**src/rtl/instr_fetch.sv**
```systemverilog
// Instruction fetch front end: issues word fetches, buffers returned words in a
// small shift FIFO and presents the head instruction with its PC to the core.
module instr_fetch #(
  parameter logic [31:0] RESET_PC   = 32'h0000_0000,
  parameter int unsigned FIFO_DEPTH = 2
) (
  input  logic        clk,
  input  logic        reset,
  output logic        imem_req,
  output logic [31:0] imem_addr,
  input  logic        imem_ready,
  input  logic [31:0] imem_rdata,
  input  logic        PCSrc,
  input  logic [31:0] BranchTarget,
  input  logic        Stall,
  output logic [31:0] Instr,
  output logic [31:0] InstrPC,
  output logic [31:0] PCPlus8,
  output logic        InstrValid
);

  localparam int unsigned CW      = $clog2(FIFO_DEPTH + 1);
  localparam logic [CW-1:0] DEPTH_C = CW'(FIFO_DEPTH);
  localparam logic [31:0] NOP     = 32'hE1A0_0000;

  localparam logic [1:0] IDLE = 2'd0;
  localparam logic [1:0] REQ  = 2'd1;
  localparam logic [1:0] DROP = 2'd2;

  typedef struct packed {
    logic [31:0] word;
    logic [31:0] pc;
  } entry_t;

  logic [1:0]    state, state_nx;
  logic [31:0]   fetch_pc, fetch_pc_nx;
  logic [CW-1:0] cnt, cnt_nx, wr_idx;
  entry_t        fifo_q  [FIFO_DEPTH];
  entry_t        fifo_nx [FIFO_DEPTH];
  logic          push, pop;
  logic [31:0]   addr_q, instr_q, instr_pc_q, pc8_q;
  logic          req_q, valid_q;
  logic          unused_target_lsbs;

  assign unused_target_lsbs = ^BranchTarget[1:0];

  // Next-state: FSM, fetch pointer and FIFO contents; redirect beats push/pop.
  always_comb begin
    state_nx    = state;
    fetch_pc_nx = fetch_pc;
    cnt_nx      = cnt;
    fifo_nx     = fifo_q;
    push        = (state == REQ) && imem_ready && !PCSrc;
    pop         = (cnt != '0) && !Stall && !PCSrc;
    wr_idx      = pop ? (cnt - CW'(1)) : cnt;

    if (PCSrc) begin
      cnt_nx      = '0;
      fetch_pc_nx = {BranchTarget[31:2], 2'b00};
    end else begin
      if (pop) begin
        for (int unsigned i = 0; i + 1 < FIFO_DEPTH; i++) begin
          fifo_nx[i] = fifo_q[i+1];
        end
      end
      if (push) begin
        for (int unsigned i = 0; i < FIFO_DEPTH; i++) begin
          if (CW'(i) == wr_idx) fifo_nx[i] = '{word: imem_rdata, pc: fetch_pc};
        end
        fetch_pc_nx = fetch_pc + 32'd4;
      end
      cnt_nx = wr_idx + (push ? CW'(1) : CW'(0));
    end

    case (state)
      IDLE: if (!PCSrc && (cnt < DEPTH_C)) state_nx = REQ;
      REQ: begin
        if (PCSrc)           state_nx = imem_ready ? IDLE : DROP;
        else if (imem_ready) state_nx = (cnt_nx < DEPTH_C) ? REQ : IDLE;
      end
      DROP: if (imem_ready) state_nx = IDLE;
      default: state_nx = IDLE;
    endcase
  end

  // State and registered outputs; imem_addr freezes on the abandoned address in DROP.
  always_ff @(posedge clk or negedge reset) begin
    if (!reset) begin
      state      <= IDLE;
      fetch_pc   <= RESET_PC;
      cnt        <= '0;
      for (int unsigned i = 0; i < FIFO_DEPTH; i++) fifo_q[i] <= '0;
      addr_q     <= RESET_PC;
      req_q      <= 1'b0;
      instr_q    <= NOP;
      instr_pc_q <= 32'd0;
      pc8_q      <= 32'd8;
      valid_q    <= 1'b0;
    end else begin
      state      <= state_nx;
      fetch_pc   <= fetch_pc_nx;
      cnt        <= cnt_nx;
      fifo_q     <= fifo_nx;
      addr_q     <= (state_nx == DROP) ? addr_q : fetch_pc_nx;
      req_q      <= (state_nx != IDLE);
      instr_q    <= (cnt_nx != '0) ? fifo_nx[0].word : NOP;
      instr_pc_q <= fifo_nx[0].pc;
      pc8_q      <= fifo_nx[0].pc + 32'd8;
      valid_q    <= (cnt_nx != '0);
    end
  end

  assign imem_req   = req_q;
  assign imem_addr  = addr_q;
  assign Instr      = instr_q;
  assign InstrPC    = instr_pc_q;
  assign PCPlus8    = pc8_q;
  assign InstrValid = valid_q;

endmodule

```
**config.mk**
```make
export PLATFORM = sky130hd
export DESIGN_NAME = instr_fetch
export DESIGN_NICKNAME = d
export VERILOG_FILES = /design/src/rtl/instr_fetch.sv
export SDC_FILE = /design/constraint.sdc
export NUM_CORES = 1
export LEC_CHECK = 0
export CAP_MARGIN = 20
export CORE_ASPECT_RATIO = 1.75
export CORE_MARGIN = 2
export CORE_UTILIZATION = 53
export CTS_CLUSTER_DIAMETER = 100
export DETAILED_ROUTE_END_ITERATION = 8
export PLACE_DENSITY = 0.77
export SLEW_MARGIN = 20
export SYNTH_ARGS = -nofsm -noshare
export SYNTH_HDL_FRONTEND = slang
export SYNTH_SLANG_ARGS = --single-unit
```
**constraint.sdc**
```tcl
create_clock -name clk -period 4.9 [get_ports clk]
set_clock_uncertainty 0.2 [all_clocks]
set_input_delay 0.98 -clock clk [delete_from_list [all_inputs] [get_ports clk]]
set_output_delay 0.98 -clock clk [all_outputs]
set_load 0.005 [all_outputs]
```
==> reports/summary.txt, run 1 <==
post-CTS resize count: 0
Synth Cell Area: 11410 um2
endpoint class of the critical path: flip-flop
syn nets: 1092
crit path time final: 4.389 ns
clk buf depth: 3
clock sink total: 259
Detailed Route WL: 28330 um
dpl cells: 1400
Max FO, Critical Path: 24
Worst Path Required: 5.13 ns
vias per inst: 5.660
Setup TNS: 0 ns
setup ws final: 0.5113 ns
Pre-Repair DR Iteration Count: 5
die width: 114.9 um
Placer Congestion: 0.8670
number of synthesized flops with an enable pin: 0
FP Rows: 71
unrepaired setup endpoints after global routing: false
CP arrival: 4.62 ns
core footprint: 21320 um2
vias in the first global route: 8359
max-slew violation count: 0
Final nets: 1244
most used cell, CP: buf_4
final period utilization: 89.57%
MaxCap Viol Count: 0
Antenna Violating Nets Remaining: 0
final hold vios: 0
Crit-path slowest cell: dfrtp_1
Mapped Cells: 1019
synthesized flop and latch total: 259
Layout Cells excl Fill: 1446
max incr delay on CP: 0.58 ns
Cell variety after synth: 67
met3 wire length: 1320 um
status: complete, no violations
Buf+Inv Stages, Crit Path: 3
wire length on met2: 15270 um
die height: 198.1 um
Post-CTS Setup Repair Bufs: 0
Rel. slew slack: 44.43%
GRT Total Usage: 25.01%
pwr dens: 525.6 nW/um2
initial core utilization: 53.50%
DRC Markers: 0
Slew @ Worst Pin: 0.8336 ns
hold crit path type: input pin to async pin
LEAKAGE: 6.322 nW
Worst VDD drop: 322.1 uV
layout cells sized above 1: 16.57%
Num CTS Buffers: 24
Final Util: 66.73%
later-pin clock latency in the skew report: 0.53 ns
Setup crit start kind: flip-flop
critical path class: flip-flop to flip-flop
area grow syn2layout: 24.73%
worst-path cell chain: clkinv_1, ha_1, nor3_4, buf_4, buf_4, and3_1, a31oi_1, or3_1, o21ai_1, nand3_2, nor3b_1, xor2_1
Clock Pin Slew Worst Setup and Hold Paths: 0.07 ns
wire length on met1: 10060 um
first-pass GRT wire length: 44460 um
# hold bufs at CTS: 0
num ports: 199
WL/cell: 19.59 um
antenna violations before repair: 2
Post-Layout Inst Area: 14230 um2
CTS tree: done
Async S/R FF share, synth: 100.0%
total global routing overflow: 0
# H-tree levels: 1
input/output buffers: 196
HPWL after DPL: 19860 um
Most used DFF post-synth: dfrtp_1
Seq/Total Area, Yosys: 56.90%
Mean Syn Cell Area: 11.19 um2
pre-CTS WS: 0.3237 ns
Cell Area, Placed: 13390 um2
Setup violations, final: 0
largest net degree at the start of global routing: 144
Vias: 8184
maximum clock frequency: 227.9 MHz
cell family with most CP delay: simple AND/OR/NAND/NOR gates
Top Layer Used: met4
root buffer cell: clkbuf_16
die area: 22760 um2
Ys Warns: 0
initial drt markers: 575
## per-stage QoR
| step | hold slack [ns] | power [mW] |
|---|---|---|
| floorplan | 0.2498 | 4.501 |
| global placement | 0.2671 | 5.488 |
| detailed placement | 0.2819 | 5.565 |
| CTS | 0.1715 | 7.546 |
| global route | 0.1911 | 7.902 |
| finish | 0.1746 | 7.477 |
## power by group
group,switching (mW),internal [mW]
Clock,0.816,1.14
Combinational,0.977,1.26
Sequential,0.401,2.88
Total,2.19,5.28
## final timing paths
path | startpoint | endpoint | slack, ns | cells after the start
max | cnt[0] | PCPlus8[24] | 0.51 | 12
min | reset | InstrValid | 0.17 | 1
max reg2reg | cnt[0] | PCPlus8[24] | 0.51 | 12
min reg2reg | fifo_q[3] | fifo_q[3] | 0.30 | 2
max in group asynchronous | reset | fifo_q[18] | 3.19 | 2
min in group clk | fifo_q[3] | fifo_q[3] | 0.30 | 2
## state kept, by name, indices dropped and copies added, names as in the netlist
register,flops
cnt,2
InstrPC,29
InstrValid,1
imem_req,1
Instr,32
PCPlus8,32
fetch_pc,32
imem_addr,32
fifo_q,96
state,2
## final cells by class
type | count | area, um2
multi-input combinational | 643 | 4332
clock inverter | 12 | 155.1
inverter | 22 | 82.58
fill | 1643 | 7094
sequential | 259 | 6490
tap | 255 | 319.1
clock buffer | 32 | 680.7
antenna | 2 | 5.005
timing repair buffer | 221 | 2162
## cells in the final DEF (no fill, tap or decap), drive strengths merged, types with 4 or more instances in the layout
cell type / count
clkbuf: 32
o21ai: 35
nor4: 5
and3: 7
nor2: 78
xnor2: 35
clkdlybuf4s50: 194
dfstp: 7
nand2: 144
mux2i: 7
o311a: 4
nor2b: 5
buf: 27
dfrtp: 252
and2: 30
nor3b: 4
nand3: 18
ha: 4
nand4: 12
clkinv: 8
a31oi: 49
nand2b: 10
a32o: 6
xor2: 21
mux2: 100
a32oi: 5
nor3: 13
a21oi: 13
inv: 21
## Yosys cell counts (9+ instances only)
cell,n,area [um2]
a21oi_1,13,65.06
nand4_1,12,75.07
buf_4,38,285.3
mux2_2,100,1126
nand2_1,144,540.5
clkbuf_1,41,153.9
inv_1,20,75.07
nand2b_1,9,56.30
xor2_1,21,183.9
and2_1,30,187.7
nor3_1,12,60.06
xnor2_1,35,306.5
o21ai_0,29,145.1
buf_2,12,60.06
nand3_1,17,85.08
a31oi_1,49,306.5
nor2_1,77,289.0
dfrtp_1,252,6306
## routing by layer
metal / global-route usage (%) / up-vias
li1: - / 3773
met1: 28.22 / 4029
met2: 44.97 / 291
met3: 3.367 / 91
met4: 13.61 / 0
met5: 0 / -
## logic make-up (layout without fill, tap and decap cells)
group,after synthesis,after routing,synth area share [%]
xor+xnor,56,56,4.300
simple gates,344,344,14.83
compound gates,132,132,7.745
fa+ha+maj,4,4,0.4388
flops,259,259,56.90
buf+inv,117,287,5.298
other cells,0,2,0
mux,107,107,10.49
Power figures use the tool's default switching activity.
==> inputs of run 2 (changes only) <==
--- a/config.mk
+++ b/config.mk
@@ -7,9 +7,9 @@
 export LEC_CHECK = 0
 export CAP_MARGIN = 20
 export CORE_ASPECT_RATIO = 1.75
-export CORE_MARGIN = 2
 export CORE_UTILIZATION = 53
 export CTS_CLUSTER_DIAMETER = 100
+export CTS_CLUSTER_SIZE = 30
 export DETAILED_ROUTE_END_ITERATION = 8
 export PLACE_DENSITY = 0.77
 export SLEW_MARGIN = 20
==> reports/summary.txt, run 2 (synthesis results as in run 1) <==
status: complete, no violations
hold crit path type: input pin to async pin
crit path time final: 4.186 ns
root buffer cell: clkbuf_16
final period utilization: 85.43%
commonest non-fill, non-tap cell in the layout: dfrtp_1
pre-CTS WS: 0.4944 ns
endpoint class of the critical path: flip-flop
setup ws final: 0.7137 ns
CTS tree: done
Clock Pin Slew Worst Setup and Hold Paths: 0.12 ns
vias in the first global route: 7887
max-slew violation count: 0
CP arrival: 4.34 ns
Num CTS Buffers: 12
critical path class: flip-flop to flip-flop
Most flops, register: fifo_q
HPWL after DPL: 19380 um
total global routing overflow: 0
final hold vios: 0
clk buf depth: 3
FF-to-FF setup slack: 0.71 ns
pwr dens: 482.4 nW/um2
first-pass GRT wire length: 42160 um
Final Util: 65.55%
Rel. slew slack: 53.38%
Placer Congestion: 0.8483
input/output buffers: 196
total power: 6.646 mW
FP Rows: 70
post-CTS resize count: 0
maximum clock frequency: 238.9 MHz
Detailed Route WL: 27030 um
clock sink total: 259
reg2reg path depth: 12
Slew @ Worst Pin: 0.6993 ns
Final nets: 1233
Max FO, Critical Path: 11
reg-to-reg startpoint: cnt[0]
Worst VDD drop: 358.2 uV
later-pin clock latency in the skew report: 0.49 ns
die width: 112.9 um
layout cells sized above 1: 14.67%
LEAKAGE: 6.106 nW
max reg flops: 96
die area: 22130 um2
vias per inst: 5.652
GRT Total Usage: 24.75%
DRC Markers: 0
MaxCap Viol Count: 0
# hold bufs at CTS: 0
Worst Path Required: 5.05 ns
Vias: 8015
die height: 196.1 um
n_diodes: 0
num ports: 199
initial drt markers: 483
initial core utilization: 54.26%
Post-CTS Setup Repair Bufs: 0
antenna violations before repair: 0
Setup violations, final: 0
core footprint: 21020 um2
final hold slack: 0.2772 ns
Setup TNS: 0 ns
Pre-Repair DR Iteration Count: 5
# H-tree levels: 1
WL/cell: 19.06 um
largest net degree at the start of global routing: 88
Setup crit start kind: flip-flop
commonest non-fill, non-tap cells in the layout: 252 x dfrtp_1, 194 x clkdlybuf4s50_1, 143 x nand2_1
reg-to-reg critical path endpoint: PCPlus8[19]
unrepaired setup endpoints after global routing: false
Antenna Violating Nets Remaining: 0
area grow syn2layout: 20.80%
run 2: report_power, final:
part,total [mW],internal [mW],switching (mW),leakage (nW)
Sequential,3.26,2.87,0.388,3.26
Combinational,2.22,1.26,0.962,2.67
Clock,1.16,0.505,0.656,0.174
run 2: area by class of cell:
cell class / count / area (um2)
fill: 1682 / 7242
sequential: 259 / 6490
multi-input combinational: 643 / 4332
timing repair buffer: 222 / 2195
clock buffer: 19 / 347.8
tap: 252 / 315.3
inverter: 22 / 82.58
clock inverter: 1 / 16.27
run 2: stage by stage:
step,area [um2],std cells
3_5_place_dp,13410,1398
3_3_place_gp,13410,1398
2_1_floorplan,11410,1019
4_1_cts,13780,1418
6_report,13780,1418
5_1_grt,13780,1418
run 2: metal layers:
layer,vias up,part of all wire (%),global-route usage (%)
met5,-,0,0
met4,0,6.4,14.62
met3,80,3.5,2.502
met2,224,54,45.77
met1,3982,36,27.21
li1,3729,-,-
run 2: worst max-delay path, stage by stage (launching register included):
cell      delay [ns]
dfrtp_1         0.59
clkinv_1        0.33
ha_1            0.38
or3_2           0.53
nor2_2          0.31
nand2_1         0.09
nand4_1         0.12
ha_1            0.20
nand2_1         0.09
or4_1           0.58
nand2b_4        0.24
nor4_4          0.30
xnor2_1         0.09
run 2: worst max path at each step:
stage | startpoint | to | slack, ns
2_1_floorplan | PCSrc | Instr[0] | 1.18
3_3_place_gp | Stall | PCPlus8[19] | 0.56
3_5_place_dp | Stall | PCPlus8[19] | 0.49
4_1_cts | cnt[0] | PCPlus8[19] | 0.70
5_1_grt | cnt[0] | PCPlus8[19] | 0.42
6_report | cnt[0] | PCPlus8[19] | 0.71
==> inputs of run 3 (changes only) <==
--- a/config.mk
+++ b/config.mk
@@ -5,13 +5,14 @@
 export SDC_FILE = /design/constraint.sdc
 export NUM_CORES = 1
 export LEC_CHECK = 0
-export CAP_MARGIN = 20
+export CAP_MARGIN = 0
 export CORE_ASPECT_RATIO = 1.75
-export CORE_UTILIZATION = 53
+export CORE_UTILIZATION = 63
 export CTS_CLUSTER_DIAMETER = 100
 export CTS_CLUSTER_SIZE = 30
 export DETAILED_ROUTE_END_ITERATION = 8
-export PLACE_DENSITY = 0.77
+export DONT_BUFFER_PORTS = 1
+export PLACE_DENSITY = 0.76
 export SLEW_MARGIN = 20
 export SYNTH_ARGS = -nofsm -noshare
 export SYNTH_HDL_FRONTEND = slang
==> reports/summary.txt, run 3 (synthesis results as in run 1) <==
Placer Congestion: 0.8995
first-pass GRT wire length: 41010 um
CP arrival: 4.69 ns
die height: 180.0 um
Most flops, register: fifo_q
root buffer cell: clkbuf_16
total global routing overflow: 0
Antenna Violating Nets Remaining: 0
LEAKAGE: 5.305 nW
commonest non-fill, non-tap cell in the layout: dfrtp_1
die area: 18670 um2
Slew @ Worst Pin: 0.9264 ns
HPWL after DPL: 17960 um
Vias: 7308
Pre-Repair DR Iteration Count: 7
largest net degree at the start of global routing: 260
layout cells sized above 1: 16.46%
critical path class: flip-flop to flip-flop
input/output buffers: 0
reg-to-reg startpoint: cnt[0]
DRC Markers: 0
initial drt markers: 364
area grow syn2layout: 2.819%
hold crit path type: input pin to async pin
FF-to-FF setup slack: 0.44 ns
die width: 103.7 um
reg2reg path depth: 10
Post-CTS Setup Repair Bufs: 0
Clock Pin Slew Worst Setup and Hold Paths: 0.12 ns
commonest non-fill, non-tap cells in the layout: 252 x dfrtp_1, 143 x nand2_1, 100 x mux2_2
num ports: 199
later-pin clock latency in the skew report: 0.49 ns
final hold vios: 0
final period utilization: 91.02%
Max FO, Critical Path: 12
vias per inst: 6.121
# H-tree levels: 1
core footprint: 17620 um2
GRT Total Usage: 28.34%
clk buf depth: 3
FP Rows: 64
CTS tree: done
Detailed Route WL: 26550 um
pwr dens: 503.5 nW/um2
vias in the first global route: 7503
initial core utilization: 64.74%
Final nets: 1027
Num CTS Buffers: 12
reg-to-reg critical path endpoint: PCPlus8[26]
Setup TNS: 0 ns
crit path time final: 4.460 ns
max reg flops: 96
Rel. slew slack: 38.01%
Final Util: 66.57%
clock sink total: 259
MaxCap Viol Count: 0
status: complete, no violations
endpoint class of the critical path: flip-flop
maximum clock frequency: 224.2 MHz
Worst Path Required: 5.13 ns
Worst VDD drop: 433.5 uV
antenna violations before repair: 3
Setup violations, final: 0
WL/cell: 22.23 um
post-CTS resize count: 0
Setup crit start kind: flip-flop
unrepaired setup endpoints after global routing: false
max-slew violation count: 0
-- run 3: cell count changes in the layout (fill, tap and decap cells not counted), sizes merged --
cell           before  now
diode               0    3
buf                28   15
clkdlybuf4s50     194    0
dlygate4sd3         0    1
-- run 3: power by group --
part           switching (mW)  internal (mW)
Sequential              0.506           2.88
Clock                   0.661          0.505
Combinational           0.740          0.614
-- run 3: worst max-delay path, cell delays in order, from the launching register on --
cell,delay (ns)
dfrtp_1,0.61
clkinv_1,0.34
ha_1,0.38
nor4b_2,0.40
a2bb2oi_2,0.16
nor2_1,0.73
a221oi_1,0.40
nor4_4,0.44
nand4_1,0.29
nor3_1,0.27
xor2_1,0.16
-- run 3: cell type report --
type / count / area, um2
flip-flops and latches: 259 / 6490
multi-input cells: 643 / 4332
fillers: 1328 / 5889
inverters: 22 / 82.58
clock inverters: 1 / 16.27
well taps: 231 / 289.0
clock buffers: 19 / 347.8
repair buffers: 16 / 162.7
diodes: 3 / 7.507
-- run 3: worst max-delay path by stage --
| stage | start | to | cells after the start |
|---|---|---|---|
| after detailed placement | cnt[0] | PCPlus8[26] | 10 |
| after floorplan | PCSrc | Instr[0] | 13 |
| final | cnt[0] | PCPlus8[26] | 10 |
| after global placement | cnt[0] | PCPlus8[26] | 10 |
| after CTS | cnt[0] | PCPlus8[26] | 10 |
| after global routing | cnt[0] | PCPlus8[26] | 10 |
-- run 3: layer usage --
metal | routed length (um) | global-route usage (%) | vias to the layer above
met3 | 1505 | 5.584 | 58
met1 | 9310 | 30.44 | 3710
met4 | 1184 | 14.06 | 0
li1 | - | - | 3304
met2 | 14550 | 52.51 | 236
met5 | 0 | 0 | -
-- run 3: metrics by stage --
| step | cells | hold slack [ns] | worst slack [ns] | power [mW] | area, um2 |
|---|---|---|---|---|---|
| 2_1_floorplan | 1019 | 0.2498 | 1.176 | 4.501 | 11410 |
| 3_3_place_gp | 1168 | 0.2651 | 0.5537 | 4.675 | 11290 |
| 3_5_place_dp | 1168 | 0.2728 | 0.4864 | 4.737 | 11290 |
| 4_1_cts | 1188 | -0.03536 | 0.4500 | 5.909 | 11650 |
| 5_1_grt | 1194 | 0.1012 | 0.1611 | 6.228 | 11730 |
| 6_report | 1194 | 0.1198 | 0.4402 | 5.905 | 11730 |
